`src/rtl/alu_pkg.sv`:
```
// Shared ALU definitions: datapath width and the divider state encoding.
package alu_pkg;

  localparam int WORD_WIDTH = 32;

  // Divider FSM states; DIV_FIX is only entered when DIV_SIGNED_EN is defined.
  typedef enum logic [1:0] {
    DIV_IDLE = 2'd0,
    DIV_RUN  = 2'd1,
    DIV_FIX  = 2'd2,
    DIV_DONE = 2'd3
  } div_state_t;

endpackage : alu_pkg

```
`src/rtl/divide_seq_div_step.sv`:
```
// div_step: one restoring-division step (shift-compare-subtract).
// Combinational; the only arithmetic of the divider lives here.
// Relies on the invariant rem < divisor (rem starts at 0, divisor != 0),
// so the partial remainder is below 2*divisor and the sign bit of the
// WIDTH+1 bit difference is exactly the "partial < divisor" borrow.
module div_step
  import alu_pkg::*;
#(
  parameter int WIDTH = WORD_WIDTH
) (
  input  logic [WIDTH-1:0] rem,
  input  logic             dividend_msb,
  input  logic [WIDTH-1:0] divisor,
  output logic [WIDTH-1:0] next_rem,
  output logic             q_bit
);

  logic [WIDTH:0] partial_s;
  logic [WIDTH:0] diff_s;
  logic           borrow_s;

  assign partial_s = {rem, dividend_msb};
  assign diff_s    = partial_s - {1'b0, divisor};
  assign borrow_s  = diff_s[WIDTH];

  // Restore the partial remainder on borrow, otherwise keep the difference.
  always_comb begin
    next_rem = partial_s[WIDTH-1:0];
    q_bit    = 1'b0;
    if (borrow_s) begin
      next_rem = partial_s[WIDTH-1:0];
      q_bit    = 1'b0;
    end else begin
      next_rem = diff_s[WIDTH-1:0];
      q_bit    = 1'b1;
    end
  end

endmodule : div_step

```
`src/rtl/divide_seq.sv`:
```
// divide_seq: multi-cycle restoring divider with valid/ready handshakes.
// One quotient bit per clock; divide-by-zero short-circuits to DONE.
// Optional feature macro: DIV_SIGNED_EN adds the is_signed port, signed
// (truncating) division via magnitudes plus a FIX state for the sign
// correction, and the MIN / -1 overflow flag.
module divide_seq
  import alu_pkg::*;
#(
  parameter int WIDTH = WORD_WIDTH
) (
  input  logic             clk,
  input  logic             reset,
`ifdef DIV_SIGNED_EN
  input  logic             is_signed,
`endif
  input  logic             in_valid,
  output logic             in_ready,
  input  logic [WIDTH-1:0] dividend,
  input  logic [WIDTH-1:0] divisor,
  output logic             out_valid,
  input  logic             out_ready,
  output logic [WIDTH-1:0] quotient,
  output logic [WIDTH-1:0] remainder,
  output logic             div_by_zero,
  output logic             overflow
);

  localparam int                 CNT_W     = $clog2(WIDTH + 1);
  localparam logic [CNT_W-1:0]   LAST_STEP = CNT_W'(WIDTH - 1);
  localparam logic [WIDTH-1:0]   ZERO_VAL  = {WIDTH{1'b0}};
  localparam logic [WIDTH-1:0]   ONES_VAL  = {WIDTH{1'b1}};

  div_state_t       state_r;
  logic [WIDTH-1:0] rem_r;        // running partial remainder
  logic [WIDTH-1:0] dvd_r;        // dividend shifts out MSB-first, quotient shifts in LSB
  logic [WIDTH-1:0] dsr_r;        // divisor magnitude
  logic [CNT_W-1:0] cnt_r;
  logic             in_ready_r;
  logic             out_valid_r;
  logic [WIDTH-1:0] quot_r;
  logic [WIDTH-1:0] remo_r;
  logic             dbz_r;
  logic             ovf_r;

  logic [WIDTH-1:0] mag_dvd_s;
  logic [WIDTH-1:0] mag_dsr_s;
  logic [WIDTH-1:0] step_rem_s;
  logic             step_q_s;

`ifdef DIV_SIGNED_EN
  localparam logic [WIDTH-1:0] MIN_VAL = {1'b1, {(WIDTH-1){1'b0}}};
  logic neg_q_r;
  logic neg_r_r;
  logic ovf_pend_r;
`endif

  // Operand magnitudes presented to the unsigned core at acceptance.
  always_comb begin
    mag_dvd_s = dividend;
    mag_dsr_s = divisor;
`ifdef DIV_SIGNED_EN
    if (is_signed && dividend[WIDTH-1]) begin
      mag_dvd_s = ZERO_VAL - dividend;
    end else begin
      mag_dvd_s = dividend;
    end
    if (is_signed && divisor[WIDTH-1]) begin
      mag_dsr_s = ZERO_VAL - divisor;
    end else begin
      mag_dsr_s = divisor;
    end
`endif
  end

  div_step #(
    .WIDTH(WIDTH)
  ) u_div_step (
    .rem          (rem_r),
    .dividend_msb (dvd_r[WIDTH-1]),
    .divisor      (dsr_r),
    .next_rem     (step_rem_s),
    .q_bit        (step_q_s)
  );

  // Divider FSM: operand capture, per-bit stepping, result hold and handshake.
  always_ff @(posedge clk) begin
    if (reset) begin
      state_r     <= DIV_IDLE;
      rem_r       <= ZERO_VAL;
      dvd_r       <= ZERO_VAL;
      dsr_r       <= ZERO_VAL;
      cnt_r       <= {CNT_W{1'b0}};
      in_ready_r  <= 1'b1;
      out_valid_r <= 1'b0;
      quot_r      <= ZERO_VAL;
      remo_r      <= ZERO_VAL;
      dbz_r       <= 1'b0;
      ovf_r       <= 1'b0;
`ifdef DIV_SIGNED_EN
      neg_q_r     <= 1'b0;
      neg_r_r     <= 1'b0;
      ovf_pend_r  <= 1'b0;
`endif
    end else begin
      case (state_r)
        DIV_IDLE: begin
          if (in_valid) begin
            cnt_r      <= {CNT_W{1'b0}};
            rem_r      <= ZERO_VAL;
            dvd_r      <= mag_dvd_s;
            dsr_r      <= mag_dsr_s;
            in_ready_r <= 1'b0;
`ifdef DIV_SIGNED_EN
            neg_q_r    <= is_signed & (dividend[WIDTH-1] ^ divisor[WIDTH-1]);
            neg_r_r    <= is_signed & dividend[WIDTH-1];
            ovf_pend_r <= is_signed && (dividend == MIN_VAL) && (divisor == ONES_VAL);
`endif
            if (divisor == ZERO_VAL) begin
              // Result is known now; out_valid rises one edge later in DONE.
              quot_r  <= ONES_VAL;
              remo_r  <= dividend;
              dbz_r   <= 1'b1;
              ovf_r   <= 1'b0;
              state_r <= DIV_DONE;
            end else begin
              state_r <= DIV_RUN;
            end
          end
        end

        DIV_RUN: begin
          rem_r <= step_rem_s;
          dvd_r <= {dvd_r[WIDTH-2:0], step_q_s};
          cnt_r <= cnt_r + CNT_W'(1);
          if (cnt_r == LAST_STEP) begin
`ifdef DIV_SIGNED_EN
            state_r <= DIV_FIX;
`else
            quot_r      <= {dvd_r[WIDTH-2:0], step_q_s};
            remo_r      <= step_rem_s;
            dbz_r       <= 1'b0;
            ovf_r       <= 1'b0;
            out_valid_r <= 1'b1;
            state_r     <= DIV_DONE;
`endif
          end
        end

        DIV_FIX: begin
`ifdef DIV_SIGNED_EN
          // MIN / -1 needs no special case: |MIN| / 1 already yields MIN's bit pattern.
          quot_r      <= neg_q_r ? (ZERO_VAL - dvd_r) : dvd_r;
          remo_r      <= neg_r_r ? (ZERO_VAL - rem_r) : rem_r;
          dbz_r       <= 1'b0;
          ovf_r       <= ovf_pend_r;
          out_valid_r <= 1'b1;
          state_r     <= DIV_DONE;
`else
          state_r     <= DIV_IDLE;
          in_ready_r  <= 1'b1;
          out_valid_r <= 1'b0;
`endif
        end

        DIV_DONE: begin
          if (!out_valid_r) begin
            out_valid_r <= 1'b1;
          end else if (out_ready) begin
            out_valid_r <= 1'b0;
            in_ready_r  <= 1'b1;
            state_r     <= DIV_IDLE;
          end
        end

        default: begin
          state_r     <= DIV_IDLE;
          in_ready_r  <= 1'b1;
          out_valid_r <= 1'b0;
        end
      endcase
    end
  end

  assign in_ready    = in_ready_r;
  assign out_valid   = out_valid_r;
  assign quotient    = quot_r;
  assign remainder   = remo_r;
  assign div_by_zero = dbz_r;
  assign overflow    = ovf_r;

endmodule : divide_seq

```
`config.mk`:
```
export PLATFORM = sky130hd
export DESIGN_NAME = divide_seq
export DESIGN_NICKNAME = d
export VERILOG_FILES = /design/src/rtl/alu_pkg.sv /design/src/rtl/divide_seq_div_step.sv /design/src/rtl/divide_seq.sv
export SDC_FILE = /design/constraint.sdc
export NUM_CORES = 1
export LEC_CHECK = 0
export BUFFER_PORTS_ARGS = -buffer_cell sky130_fd_sc_hd__buf_2
export CORE_MARGIN = 3
export CORE_UTILIZATION = 25
export CTS_BUF_LIST = sky130_fd_sc_hd__clkbuf_8
export DETAILED_ROUTE_END_ITERATION = 16
export PLACE_DENSITY = 0.45
export SYNTH_ARGS = -nofsm -noshare
export SYNTH_HDL_FRONTEND = slang
export SYNTH_HIERARCHICAL = 1
export SYNTH_SLANG_ARGS = --single-unit
```
`constraint.sdc`:
```
create_clock -name clk -period 11.4 [get_ports clk]
set_clock_uncertainty 0.2 [all_clocks]
set_input_delay 1.14 -clock clk [delete_from_list [all_inputs] [get_ports clk]]
set_output_delay 1.14 -clock clk [all_outputs]
set_load 0.005 [all_outputs]
```
==> summary.md, run 1 <==
| Metric | Value |
|---|---|
| Fraction of registers with async set/reset | `0` |
| Clk sinks | `171` |
| Post-synthesis sequential area ratio | `0.369` |
| First-pass GRT wire length | `46,100 um` |
| Fin. max-slew vios | `0` |
| Pwr dens | `250 nW/um^2` |
| Worst path slowest cell | `fa_1` |
| Worst Setup End Kind | `flip-flop` |
| Antenna Cells | `0` |
| H-tree depth | `4` |
| Clock transition at path regs | `0.10 ns` |
| Arr. time, crit path | `4.28 ns` |
| Port bufs | `134` |
| Fill count | `3,931` |
| End-of-flow core utilization | `0.294` |
| CTS root buf | `clkbuf_8` |
| Cell Rows | `69` |
| Max Clock Freq | `243 MHz` |
| Share of layout cells above drive strength 1 | `0.201` |
| Post-CTS Hold Buffers | `0` |
| Cts bufs inserted | `17` |
| I/O pins | `136` |
| Residual DRC | `0` |
| # setup viols final | `0` |
| Max-slew headroom | `0.297` |
| Hpwl dp | `22,100 um` |
| Via count | `8,100` |
| TNS Setup | `0 ns` |
| Most frequent cells after synthesis | `244 x nand2_1, 171 x dfxtp_1, 125 x a21oi_1, 79 x nor2_1, 68 x inv_1` |
| Placed cell count | `1,674` |
| Synth cell types | `71` |
| Post-CTS setup buffers | `0` |
| Synth top area share | `0.369` |
| Syn Inst Count | `1,149` |
| Grt ovf | `0` |
| Worst path cell trace | `inv_1, ha_1, fa_1, and2b_1, o2111ai_2, a21oi_2, o2111ai_1, a211oi_2, nor2_4, mux2i_4, and2_4, inv_8, mux2_4, nand2_1, a21oi_1, mux2_4` |
| Area of the multi-input gates | `5220 sq um` |
| Mapped Avg Cell Area | `8.07 sq um` |
| DIE AREA | `39,400 sq um` |
| Synth area leaders | `dfxtp_1 37%, nand2_1 9.9%, a21oi_1 6.7%, mux2_4 5.8%, ha_1 4.5%` |
| Die W | `199 um` |
| Most used flip-flop cell after synthesis | `dfxtp_1` |
| Synth-to-layout area growth | `14.4%` |
| Total track usage | `0.151` |
| Outcome | `complete, no violations` |
| First-pass detailed-route iteration total | `5` |
| Max cap viols | `0` |
| Seq cells post-synth | `171` |
| Detail Route Antenna Nets | `0` |
| Min cycle time layout | `4.12 ns` |
| Slew @ Worst Pin | `1.05 ns` |
| Leakage | `0.00447 uW` |
| Critical Path RT | `11.56 ns` |
| CTS max path bufs | `2` |
| Crit Path Class | `reg -> reg` |
| Synth warn | `6` |
| Area leader, netlist | `dfxtp_1` |
| Reg area | `3420 sq um` |
| Critical-path maximum fanout | `24` |
| Number of flops mapped to enable cells by yosys | `0` |
| Routed len/inst | `17.8 um` |
| Slowest stage delay, CP | `0.41 ns` |
| Skew-Pair Late Insertion Delay | `0.47 ns` |
| Synthesized Nets | `1,251` |
| Number of non-filler instances in the completed layout | `1,705` |
| DR iter-0 viols | `488` |
| Post-cts gate resize count | `0` |
| Vias/cell | `4.75` |
| HP Class | `reg -> reg` |
| Initial core utilization | `0.257` |
| Vias in the first global route | `7,682` |
| Die Span Y | `199 um` |
| Final Cycle Share | `0.361` |
| Initial antenna violation count | `1` |
| CTS tree | `done` |
| Count leader, synth | `nand2_1` |
| Core area | `36,100 sq um` |
| Crit path launch type | `flip-flop` |
| RSZ-0062 raised after global routing | `no` |
| Power Total | `2650 uW` |
| Most frequent CP cell | `mux2_4` |
| Final Hold Viols | `0` |
| Cell Area, Synth | `9270 sq um` |
| Largest net degree at the start of global routing | `130` |
| Final net count | `1,334` |
| Worst IR Drop VDD | `0.000135 V` |
| Worst Path Buf+Inv | `2` |
| Final GP Congestion | `0.812` |
| Wirelength, routed | `30,300 um` |
| Top delay family on crit path | `compound AO/OA/AOI/OAI gates` |
logic make-up after synthesis:
logic type      synth area share
compound gates             0.190
mux                       0.0861
flops                      0.369
simple gates               0.207
other cells             0.000405
xor+xnor                  0.0283
fa+ha+maj                 0.0467
buf+inv                   0.0728
final timing paths:
path / from / endpoint / slack (ns) / depth (start not counted)
worst min-delay path: quotient[3] / quotient[3] / 0.25 / 2
worst max-delay path: dvd_r[31] / remainder[26] / 7.28 / 16
worst min register to register: quotient[3] / quotient[3] / 0.25 / 2
worst max register to register: dvd_r[31] / remainder[26] / 7.28 / 16
power by group:
group	switching, uW	internal (uW)	total [uW]
Sequential	54.0	654	708
Combinational	799	700	1500
Clock	243	201	444
layout make-up:
cell class,instances,area share
clock inverters,13,0.0133
flip-flops and latches,171,0.323
well taps,461,0.0544
repair buffers,141,0.0688
clock buffers,18,0.0234
multi-input cells,832,0.492
inverters,69,0.0251
layout by cell type (no fill, tap or decap), drive strengths merged, types with 7 or more instances in the layout:
cell type  synthesis  final
nor2              80     80
nand2            244    244
nor3              13     13
ha                33     33
xnor2             16     16
buf               26    141
dfxtp            171    171
a21o              18     18
a21oi            127    127
a31oi              7      7
o21a               7      7
xor2              14     14
and3               8      8
nor2b             37     37
nand3             20     20
a211oi            36     36
inv               69     74
nor4               8      8
o21ai             19     19
clkbuf            49     18
mux2              56     56
a311oi            31     31
state kept, by name, summed over array words and instances, names as in the netlist:
register     count
cnt_r            6
div_by_zero      1
dsr_r           32
dvd_r           32
in_ready         1
out_valid        1
quotient        32
rem_r           32
remainder       32
state_r          2
worst min-delay path: stages, from the launching register on:
cell	delay [ns]
dfxtp_1	0.32
inv_1	0.04
a211oi_1	0.05
stage by stage:
step                worst slack [ns]  cell area (sq um)  hold slack [ns]
CTS                             7.26              10600            0.259
global route                    6.98              10600            0.274
floorplan                       7.62               9270            0.236
global placement                7.37              10200            0.241
finish                          7.28              10600            0.253
detailed placement              7.30              10200            0.243
per-layer routing:
layer  up-vias  part of all wire  routed length, um  track usage
li1       4096                 -                  -            -
met1      3785              0.52              15800        0.226
met2       196              0.42              12800        0.226
met3        21             0.044               1340       0.0283
met4         2             0.010                302       0.0331
met5         -           0.00043                 13            0
No activity file was read; power rests on OpenSTA's default activity.
==> run 2: changes to the inputs <==
--- a/config.mk
+++ b/config.mk
@@ -10,7 +10,7 @@
 export CORE_UTILIZATION = 25
 export CTS_BUF_LIST = sky130_fd_sc_hd__clkbuf_8
 export DETAILED_ROUTE_END_ITERATION = 16
-export PLACE_DENSITY = 0.45
+export PLACE_DENSITY = 0.47
 export SYNTH_ARGS = -nofsm -noshare
 export SYNTH_HDL_FRONTEND = slang
 export SYNTH_HIERARCHICAL = 1
==> constraint.sdc (replaced) <==
create_clock -name clk -period 3.35 [get_ports clk]
set_clock_uncertainty 0.2 [all_clocks]
set_input_delay 0.335 -clock clk [delete_from_list [all_inputs] [get_ports clk]]
set_output_delay 0.335 -clock clk [all_outputs]
set_load 0.005 [all_outputs]
==> run 2 against run 1 <==
  * The run now ends with setup timing left
  * Setup slack got worse by 7.5 ns
  * Register-to-register slack got worse by 7.5 ns
  * Design area increased by 14%
  * Clock power increased to 3.6 times the previous value
  * Wire length increased by 0.75%
  * Die area unchanged
  * Hold slack got worse by 0.20 ns
  * Combinational power increased to 4.4 times the previous value
  * Clock-buffer cell count decreased by 1
  * Global-route usage increased by 0.24 points
  * Non-clock buffer count increased by 149
  * Critical path depth unchanged
  * Critical endpoint is now remainder[5]
==> summary.md, run 2 (synthesized netlist as in run 1, its figures left out) <==
| Metric | Value |
|---|---|
| Outcome | `finished, violations left (was complete, no violations)` |
| Violated checks | `setup timing` |
| Most frequent cells in the layout | `223 x nand2_1, 170 x dfxtp_1, 133 x buf_2 (was 243 x nand2_1, 171 x dfxtp_1, 133 x buf_2)` |
| Residual DRC | `0 (unchanged)` |
| Vias/cell | `4.65 (was 4.75)` |
| Pwr dens | `870 nW/um^2 (was 250 nW/um^2)` |
| Max cap viols | `0 (unchanged)` |
| Arr. time, crit path | `3.78 ns (was 4.28 ns)` |
| Initial core utilization | `0.257 (unchanged)` |
| I/O pins | `136 (unchanged)` |
| Final Hold Viols | `0 (unchanged)` |
| Final GP Congestion | `0.844 (was 0.812)` |
| Clock transition at path regs | `0.11 ns (was 0.10 ns)` |
| RSZ-0062 raised after global routing | `yes (was no)` |
| Wirelength, routed | `30,500 um (was 30,300 um)` |
| Worst setup margin | `-0.256 ns (was 7.28 ns)` |
| Core area | `36,100 sq um (unchanged)` |
| Hpwl dp | `22,200 um (was 22,100 um)` |
| Antenna Cells | `0 (unchanged)` |
| Worst path cell trace | `inv_2, ha_4, fa_2, and2b_1, o2111ai_2, a21oi_2, o2111ai_2, a211oi_2, nor2_4, mux2i_4, and2_4, inv_16, mux2_2, nand2_1, a21oi_1, mux2_2 (was inv_1, ha_1, fa_1, and2b_1, o2111ai_2, a21oi_2, o2111ai_1, a211oi_2, nor2_4, mux2i_4, and2_4, inv_8, mux2_4, nand2_1, a21oi_1, mux2_4)` |
| Slowest stage delay, CP | `0.35 ns (was 0.41 ns)` |
| Largest net degree at the start of global routing | `76 (was 130)` |
| Fin. max-slew vios | `0 (unchanged)` |
| Detail Route Antenna Nets | `0 (unchanged)` |
| Skew-Pair Late Insertion Delay | `0.48 ns (was 0.47 ns)` |
| First-pass GRT wire length | `47,200 um (was 46,100 um)` |
| Final Cycle Share | `1.08 (was 0.361)` |
| Crit Path Class | `reg -> reg (unchanged)` |
| Final net count | `1,484 (was 1,334)` |
| DR iter-0 viols | `411 (was 488)` |
| Max-slew headroom | `0.316 (was 0.297)` |
| CTS root buf | `clkbuf_8 (unchanged)` |
| DIE AREA | `39,400 sq um (unchanged)` |
| Total track usage | `0.154 (was 0.151)` |
| Port bufs | `134 (unchanged)` |
| Critical-path maximum fanout | `12 (was 24)` |
| Worst Setup End Kind | `flip-flop (unchanged)` |
| Max Clock Freq | `277 MHz (was 243 MHz)` |
| Critical Path RT | `3.52 ns (was 11.56 ns)` |
| Synth-to-layout area growth | `30.8% (was 14.4%)` |
| H-tree depth | `4 (unchanged)` |
| CTS max path bufs | `2 (unchanged)` |
| First-pass detailed-route iteration total | `8 (was 5)` |
| CTS tree | `done (unchanged)` |
| Die W | `199 um (unchanged)` |
| # setup viols final | `51 (was 0)` |
| Worst IR Drop VDD | `0.000419 V (was 0.000135 V)` |
| Leakage | `0.00520 uW (was 0.00447 uW)` |
| Vias in the first global route | `8,404 (was 7,682)` |
| Clk sinks | `171 (unchanged)` |
| Initial antenna violation count | `0 (was 1)` |
| Cts bufs inserted | `17 (unchanged)` |
| Power Total | `10,500 uW (was 2650 uW)` |
| Crit path launch type | `flip-flop (unchanged)` |
| Routed len/inst | `16.4 um (was 17.8 um)` |
| Grt ovf | `0 (unchanged)` |
| Worst path slowest cell | `dfxtp_2 (was fa_1)` |
| Cell Rows | `69 (unchanged)` |
| Share of layout cells above drive strength 1 | `0.275 (was 0.201)` |
| HP Class | `in -> reg (was reg -> reg)` |
| Most common cell after layout, fill and taps aside | `nand2_1 (unchanged)` |
| TNS Setup | `-8.17 ns (was 0 ns)` |
| Slew @ Worst Pin | `1.03 ns (was 1.05 ns)` |
| Die Span Y | `199 um (unchanged)` |
| Min cycle time layout | `3.61 ns (was 4.12 ns)` |
| Via count | `8,628 (was 8,100)` |
-- run 2: worst max-delay path: cells and delay by family, from the launching register on --
| kind | cells | cell delay, ns |
|---|---|---|
| buffers and inverters | 2 | 0.15 |
| adders and majority gates | 2 | 0.50 |
| muxes | 3 | 0.79 |
| and+or+nand+nor | 4 | 0.62 |
| AOI/OAI and AO/OA | 5 | 0.85 |
| DFF | 1 | 0.35 |
-- run 2: metrics by stage --
step           utilization  cell area [sq um]  hold slack [ns]  worst slack (ns)  std cells
2_1_floorplan            -               9380            0.236            -0.300       1149
3_3_place_gp         0.304              11000            0.240            -0.275       1755
3_5_place_dp         0.304              11000            0.243            -0.350       1755
4_1_cts              0.335              12100           0.0174            -0.309       1855
5_1_grt              0.336              12100           0.0201            -0.430       1856
6_report             0.336              12100           0.0537            -0.256       1856
-- run 2: metal layers --
metal	GRT usage	wire [um]
met2	0.261	14600
met1	0.207	14500
met5	0	0
met3	0.0247	1090
met4	0.0328	328
-- run 2: timing repair --
item                       4_1_cts  5_1_grt
setup buffers                    3        1
pin swaps                        3        3
hold endpoints to repair        64        0
gates cloned                     1        0
setup endpoints to repair       63       66
hold buffers                    64        0
resized for setup               17        9
-- run 2: report_power, final --
part	internal (uW)	switching, uW	total (uW)
logic	3310	3290	6600
clock network	738	840	1580
registers	2220	146	2370
-- run 2: worst paths after layout --
| kind | startpoint | slack (ns) | to | cells after the start |
|---|---|---|---|---|
| worst max-delay path | dvd_r[31] | -0.26 | remainder[5] | 16 |
| worst min-delay path | dividend[31] | 0.05 | dvd_r[31] | 3 |
| worst max register to register | dvd_r[31] | -0.26 | remainder[5] | 16 |
| worst min register to register | quotient[28] | 0.26 | quotient[28] | 2 |
-- run 2: layout make-up --
class                   instances  area [sq um]
fillers                      3886         24000
multi-input cells             832          5370
flip-flops and latches        171          3420
repair buffers                290          2050
well taps                     461           577
inverters                      69           275
clock buffers                  17           234
clock inverters                15           175
repair inverters                1          11.3
